===== src/rtl/seg7_pkg.sv =====
// rtl/seg7_pkg.sv - shared constants and segment table for the 7-segment display controller
package seg7_pkg;

   localparam int ON_BIT  = 31;
   localparam int BLZ_BIT = 24;
   localparam int DP_LSB  = 16;

   localparam logic [6:0] SEG_BLANK = 7'h7F;

   // Active-low {g,f,e,d,c,b,a} patterns for hex digits 0..F
   localparam logic [6:0] HEX_SEG [16] = '{
      7'h40, 7'h79, 7'h24, 7'h30, 7'h19, 7'h12, 7'h02, 7'h78,
      7'h00, 7'h10, 7'h08, 7'h03, 7'h46, 7'h21, 7'h06, 7'h0E
   };

   // Bits of the live register that actually exist for a given digit count
   function automatic logic [31:0] live_mask(input int num_digits);
      logic [31:0] m;
      m = '0;
      for (int i = 0; i < num_digits; i++) begin
         m[4*i +: 4]  = 4'hF;
         m[DP_LSB+i]  = 1'b1;
      end
      m[BLZ_BIT] = 1'b1;
      m[ON_BIT]  = 1'b1;
      return m;
   endfunction

endpackage


===== src/rtl/seg7_display_ctrl_if.sv =====
// rtl/seg7_display_ctrl_if.sv - CPU-side write/readback bus of the display peripheral
interface seg7_display_ctrl_if;

   logic        we;
   logic [31:0] wdata;
   logic [31:0] rdata;

   modport master (output we, output wdata, input rdata);
   modport slave  (input we, input wdata, output rdata);

endinterface


===== src/rtl/hex_to_seg7.sv =====
// rtl/hex_to_seg7.sv - combinational hex nibble to active-low 7-segment decoder
module hex_to_seg7
   import seg7_pkg::*;
(
   input  logic [3:0] hex,
   output logic [6:0] seg
);

   assign seg = HEX_SEG[hex];

endmodule


===== src/rtl/seg7_display_ctrl.sv =====
// rtl/seg7_display_ctrl.sv - memory-mapped multiplexed 7-segment display with tear-free frame commit
module seg7_display_ctrl
   import seg7_pkg::*;
#(
   parameter int CLK_HZ     = 50_000_000,
   parameter int FRAME_HZ   = 250,
   parameter int NUM_DIGITS = 4
) (
   input  logic                  clk,
   input  logic                  rst,
   seg7_display_ctrl_if.slave    bus,
   output logic [6:0]            seg,
   output logic                  dp,
   output logic [NUM_DIGITS-1:0] an
);

   localparam int DIV   = CLK_HZ / (FRAME_HZ * NUM_DIGITS);
   localparam int CNT_W = (DIV > 2) ? $clog2(DIV) : 1;
   localparam int IDX_W = $clog2(NUM_DIGITS);
   localparam logic [31:0] LIVE_MASK = live_mask(NUM_DIGITS);

   if (DIV < 2) begin : g_div_check
      $error("seg7_display_ctrl: refresh divider must be at least 2");
   end
   if (NUM_DIGITS < 2 || NUM_DIGITS > 8) begin : g_digit_check
      $error("seg7_display_ctrl: NUM_DIGITS must be in 2..8");
   end

   logic [31:0]           live;
   logic [31:0]           act;
   logic [CNT_W-1:0]      cnt;
   logic [IDX_W-1:0]      idx;
   logic                  tick;
   logic                  last_idx;
   logic                  wrap;
   logic [3:0]            digit [NUM_DIGITS];
   logic [NUM_DIGITS-1:0] dp_mask;
   logic [3:0]            cur_digit;
   logic [6:0]            seg_raw;
   logic                  upper_zero;
   logic                  blank;

   for (genvar i = 0; i < NUM_DIGITS; i++) begin : g_digit
      assign digit[i] = act[4*i +: 4];
   end

   assign dp_mask   = act[DP_LSB +: NUM_DIGITS];
   assign tick      = (cnt == CNT_W'(DIV - 1));
   assign last_idx  = (idx == IDX_W'(NUM_DIGITS - 1));
   assign wrap      = tick && last_idx;
   assign cur_digit = digit[idx];

   hex_to_seg7 u_hex (
      .hex (cur_digit),
      .seg (seg_raw)
   );

   // A digit is a leading zero when it and every more-significant digit are zero
   always_comb begin
      upper_zero = 1'b1;
      for (int i = 0; i < NUM_DIGITS; i++) begin
         if (i >= int'(idx) && digit[i] != 4'h0) begin
            upper_zero = 1'b0;
         end
      end
   end

   assign blank = act[BLZ_BIT] && (idx != '0) && upper_zero;

   always_ff @(posedge clk) begin
      if (rst) begin
         live <= '0;
         act  <= '0;
         cnt  <= '0;
         idx  <= '0;
         an   <= '1;
         seg  <= SEG_BLANK;
         dp   <= 1'b1;
      end else begin
         if (bus.we) begin
            live <= bus.wdata & LIVE_MASK;
         end
         cnt <= tick ? '0 : cnt + 1'b1;
         if (tick) begin
            idx <= last_idx ? '0 : idx + 1'b1;
         end
         // Shadow copy only changes between frames so a frame never mixes two values
         if (wrap) begin
            act <= live;
         end
         if (act[ON_BIT]) begin
            an  <= ~(NUM_DIGITS'(1) << idx);
            seg <= blank ? SEG_BLANK : seg_raw;
            dp  <= ~dp_mask[idx];
         end else begin
            an  <= '1;
            seg <= SEG_BLANK;
            dp  <= 1'b1;
         end
      end
   end

   assign bus.rdata = live;

endmodule


===== src/flat_wrapper.sv =====
// flat-port wrapper written by rule: the top's interface ports become plain ports
module seg7_display_ctrl_flat import seg7_pkg::*;
#(
   parameter int CLK_HZ     = 50_000_000,
   parameter int FRAME_HZ   = 250,
   parameter int NUM_DIGITS = 4
)
  (clk, rst, seg, dp, an, bus_we, bus_wdata, bus_rdata);
  seg7_display_ctrl_if bus_i ();
  input  logic clk;
  input  logic rst;
  output logic [6:0] seg;
  output logic dp;
  output logic [NUM_DIGITS-1:0] an;
  input wire logic [$bits(bus_i.we)-1:0] bus_we;
  input wire logic [$bits(bus_i.wdata)-1:0] bus_wdata;
  output wire logic [$bits(bus_i.rdata)-1:0] bus_rdata;
  assign bus_i.we = bus_we;
  assign bus_i.wdata = bus_wdata;
  assign bus_rdata = bus_i.rdata;
  seg7_display_ctrl #(.CLK_HZ(CLK_HZ), .FRAME_HZ(FRAME_HZ), .NUM_DIGITS(NUM_DIGITS)) u_core (.clk(clk), .rst(rst), .bus(bus_i), .seg(seg), .dp(dp), .an(an));
endmodule

===== config.mk =====
export PLATFORM = sky130hd
export DESIGN_NAME = seg7_display_ctrl_flat
export DESIGN_NICKNAME = d
export VERILOG_FILES = /design/src/rtl/seg7_pkg.sv /design/src/rtl/seg7_display_ctrl_if.sv /design/src/rtl/hex_to_seg7.sv /design/src/rtl/seg7_display_ctrl.sv /design/src/flat_wrapper.sv
export SDC_FILE = /design/constraint.sdc
export NUM_CORES = 1
export LEC_CHECK = 0
export ABC_AREA = 1
export CORE_ASPECT_RATIO = 1.5
export CORE_UTILIZATION = 45
export DETAILED_ROUTE_END_ITERATION = 8
export HOLD_SLACK_MARGIN = 0.02
export PLACE_DENSITY_LB_ADDON = 0.12
export REMOVE_ABC_BUFFERS = 1
export SLEW_MARGIN = 40
export SYNTH_ARGS = -nofsm -noshare
export SYNTH_HDL_FRONTEND = slang
export SYNTH_HIERARCHICAL = 1
export SYNTH_SLANG_ARGS = --single-unit

===== constraint.sdc =====
create_clock -name clk -period 4 [get_ports clk]
set_input_delay 0.8 -clock clk [delete_from_list [all_inputs] [get_ports clk]]
set_output_delay 0.8 -clock clk [all_outputs]
set_load 0.03 [all_outputs]

==> results.cfg <==
[clocking]
holdBufCountCts = 0
cts-root-buf = clkbuf_8
cts_sinks = 74
cts_setup_buffers = 0
cts_buffer_depth = 2
post_cts_resized = 0
cts_htree_levels = 3
numCtsBuffers = 9
cts_tree = done
cts.clk_slew.worst_paths_ns = 0.08
clk_latency_ns = 0.34

[final_layout]
fillers = 751
num_antenna_cells = 0
areaGrowthSynthToFinish_pct = 21.3
layout.nets = 547
final_core_utilization_pct = 57.4
drive_gt1_share_pct = 6.55

[critical_path]
critPathCaptureType = flip-flop
cp_num_buf_inv = 2
cp_data_arrival_time_ns = 2.58
cp-start-kind = flip-flop
critical-path-slowest-cell = dfxtp_1
cp_max_fo = 15
rrSetupSlack_ns = 1.61
cp_top_family = buffers and inverters
cp.required_ns = 4.20
crit_type = flip-flop to flip-flop
max_stage_delay_ns = 0.47
cp_cell_sequence = inv_1 -> o21ai_0 -> o22ai_1 -> inv_1 -> ha_1 -> nand2_1 -> nand3_1 -> nand2_1 -> nand3b_1

[sta]
finalCriticalPeriod_ns = 2.39
rsz0062_at_grt = no
max-slew-margin-rel_pct = 46.5
drv_slew = 0
setup_tns_ns = 0
clock_skew_ns = 0.00969
tightest_slew_ns = 0.799
finalCritPeriodShare_pct = 59.7
finalHoldViolCount = 0
layout_setup_ws_ns = 1.61
max_freq_mhz = 419
setup_violations = 0
fin_hold_ws_ns = 0.465

[route]
viasPerCell = 5.02
first_pass_iters = 4
vias = 3035
wl_per_cell_um = 12.0
routed_wl_um = 7230
drc = 0
postRouteAntennaNets = 0
drtIter0Drc = 136

[power_and_ir_drop]
power_density_mw_per_mm2 = 353
p_sw_mw = 0.349
internal_power_mw = 1.13
power_frac_seq_pct = 51.8
p_leak_nw = 1.64
swShare_pct = 23.6
clkPwrFrac_pct = 39.1
ir_worst_vdd_uv = 201
comb_power_share_pct = 9.1

[global_routing]
antenna_found_initial = 0
met1_usage_pct = 21.9
grt_pass1_vias = 2933
busiest_layer = met2
grt_pass1_wl_um = 12500
grtUsageTotal_pct = 20.1
grtUsageMet3_pct = 4.67
grt_max_degree = 27
overflow = 0
grt_use_met2_pct = 36.0

[floorplan]
pin_count = 79
core_region_area_sq_mm = 0.00732
floorplan.initialDensity_pct = 47.3
die_width_um = 73.7
die_h_um = 109
row_count = 38
fp.dieArea_sq_mm = 0.00806

[synthesis]
synth_top_flop_cell = dfxtp_1
ys_async_sr_fraction_pct = 0
yosysUniqueCellTypes = 31
yosys_register_bits = 74
synthTopCellsByArea = dfxtp_1, nor2_1, nand2_1
synth-seq-area-share_pct = 42.7
synth.top_cell.area_share_pct = 42.7
syn_area_sq_mm = 0.00347
ys_warn_count = 6
synth_edf_count = 0
synthesis.instances = 451
yosysTopAreaCell = dfxtp_1
synth_area_per_cell_sq_um = 7.68

[place]
pre_cts_ws_ns = 1.55
gp_congestion = 0.798
portBuffers = 58
dp_hpwl_um = 5000

[run]
max_cap_violations = 0

[outcome]
status = finished, final reports clean

[hold_path]
hold_class = flip-flop to flip-flop
state kept, by name, indices dropped and copies added, names as in the netlist:
register	flops
u_core/dp	1
u_core/bus.rdata	22
u_core/idx	2
u_core/cnt	16
u_core/an	4
u_core/act	22
u_core/seg	7
metrics by stage:
step / std cells / power (mW) / cell area [sq um]
6_report: 604 / 1.48 / 4200
2_1_floorplan: 426 / 0.851 / 3270
3_5_place_dp: 588 / 0.921 / 4010
5_1_grt: 604 / 1.55 / 4200
4_1_cts: 604 / 1.50 / 4200
3_3_place_gp: 588 / 0.920 / 4010
final timing paths:
kind / cells past startpoint / to / from
setup / recovery: 9 / u_core/seg[3] / u_core/idx[0]
hold / removal: 2 / u_core/act[31] / u_core/act[31]
setup reg to reg: 9 / u_core/seg[3] / u_core/idx[0]
hold reg to reg: 2 / u_core/act[31] / u_core/act[31]
power by group through the flow:
stage	clock network, mW	logic [mW]	registers, mW
2_1_floorplan	0	0.0384	0.813
3_3_place_gp	0	0.134	0.786
3_5_place_dp	0	0.135	0.786
4_1_cts	0.598	0.136	0.769
5_1_grt	0.629	0.147	0.771
6_report	0.580	0.134	0.769
cells in the mapped netlist (all sizes together) (4+ instances only):
master  number
ha          13
or2          4
nand2       78
dfxtp       74
nand4       23
clkbuf      13
o21ai       40
buf         21
a21oi       35
o22ai        4
inv         25
nand3       21
nor2        81
nand3b      12
tightest hold or removal path, delay by kind of cell, from the launching register on:
kind / cells / cell delay (ns)
AOI/OAI and AO/OA: 1 / 0.05
DFF: 1 / 0.31
and+or+nand+nor: 1 / 0.06
cell usage in the layout, fill, tap and decap left out, types with 2 or more instances in the layout:
| cell type | netlist | final |
|---|---|---|
| nand4_1 | 23 | 23 |
| ha_1 | 13 | 13 |
| nor2_1 | 77 | 77 |
| buf_4 | 10 | 4 |
| o22ai_1 | 4 | 4 |
| a21oi_1 | 35 | 35 |
| xnor2_1 | 2 | 2 |
| inv_1 | 22 | 22 |
| clkbuf_1 | 13 | 3 |
| or2_0 | 2 | 2 |
| nand2_2 | 4 | 4 |
| clkbuf_8 | 0 | 11 |
| nand2_1 | 73 | 73 |
| nand3_1 | 19 | 19 |
| xor2_1 | 2 | 2 |
| nor2_8 | 2 | 2 |
| nor3_1 | 2 | 2 |
| inv_2 | 3 | 3 |
| dfxtp_1 | 74 | 74 |
| nand3b_1 | 12 | 12 |
| clkdlybuf4s50_1 | 0 | 58 |
| conb_1 | 1 | 10 |
| nand3_4 | 2 | 2 |
| o21ai_0 | 38 | 38 |
cell type report:
type,count,area [sq um],share of cell area (%)
Clock buffer,14,163,3.87
Clock inverter,2,35.0,0.833
Timing Repair Buffer,62,611,14.5
Tap cell,100,125,2.98
Inverter,25,93.8,2.23
Multi-Input combinational cell,327,1700,40.3
Sequential cell,74,1480,35.2
metal layers:
| layer | wire [um] | share of wire (%) | up-vias |
|---|---|---|---|
| li1 | - | - | 1563 |
| met1 | 3110 | 43 | 1409 |
| met2 | 3810 | 53 | 59 |
| met3 | 241 | 3.3 | 4 |
| met4 | 70 | 0.97 | 0 |
| met5 | 0 | 0 | - |
cells by family after synthesis:
group,Yosys count,synth area share [%]
AND/OR/NAND/NOR,221,30.5
AO/OA/AOI/OAI,79,11.7
flip-flops,74,42.7
buffers and inverters,59,9.31
adder cells (fa/ha/maj),13,4.69
XOR/XNOR,4,1.01
other,1,0.108
No activity file was read; power rests on OpenSTA's default activity.
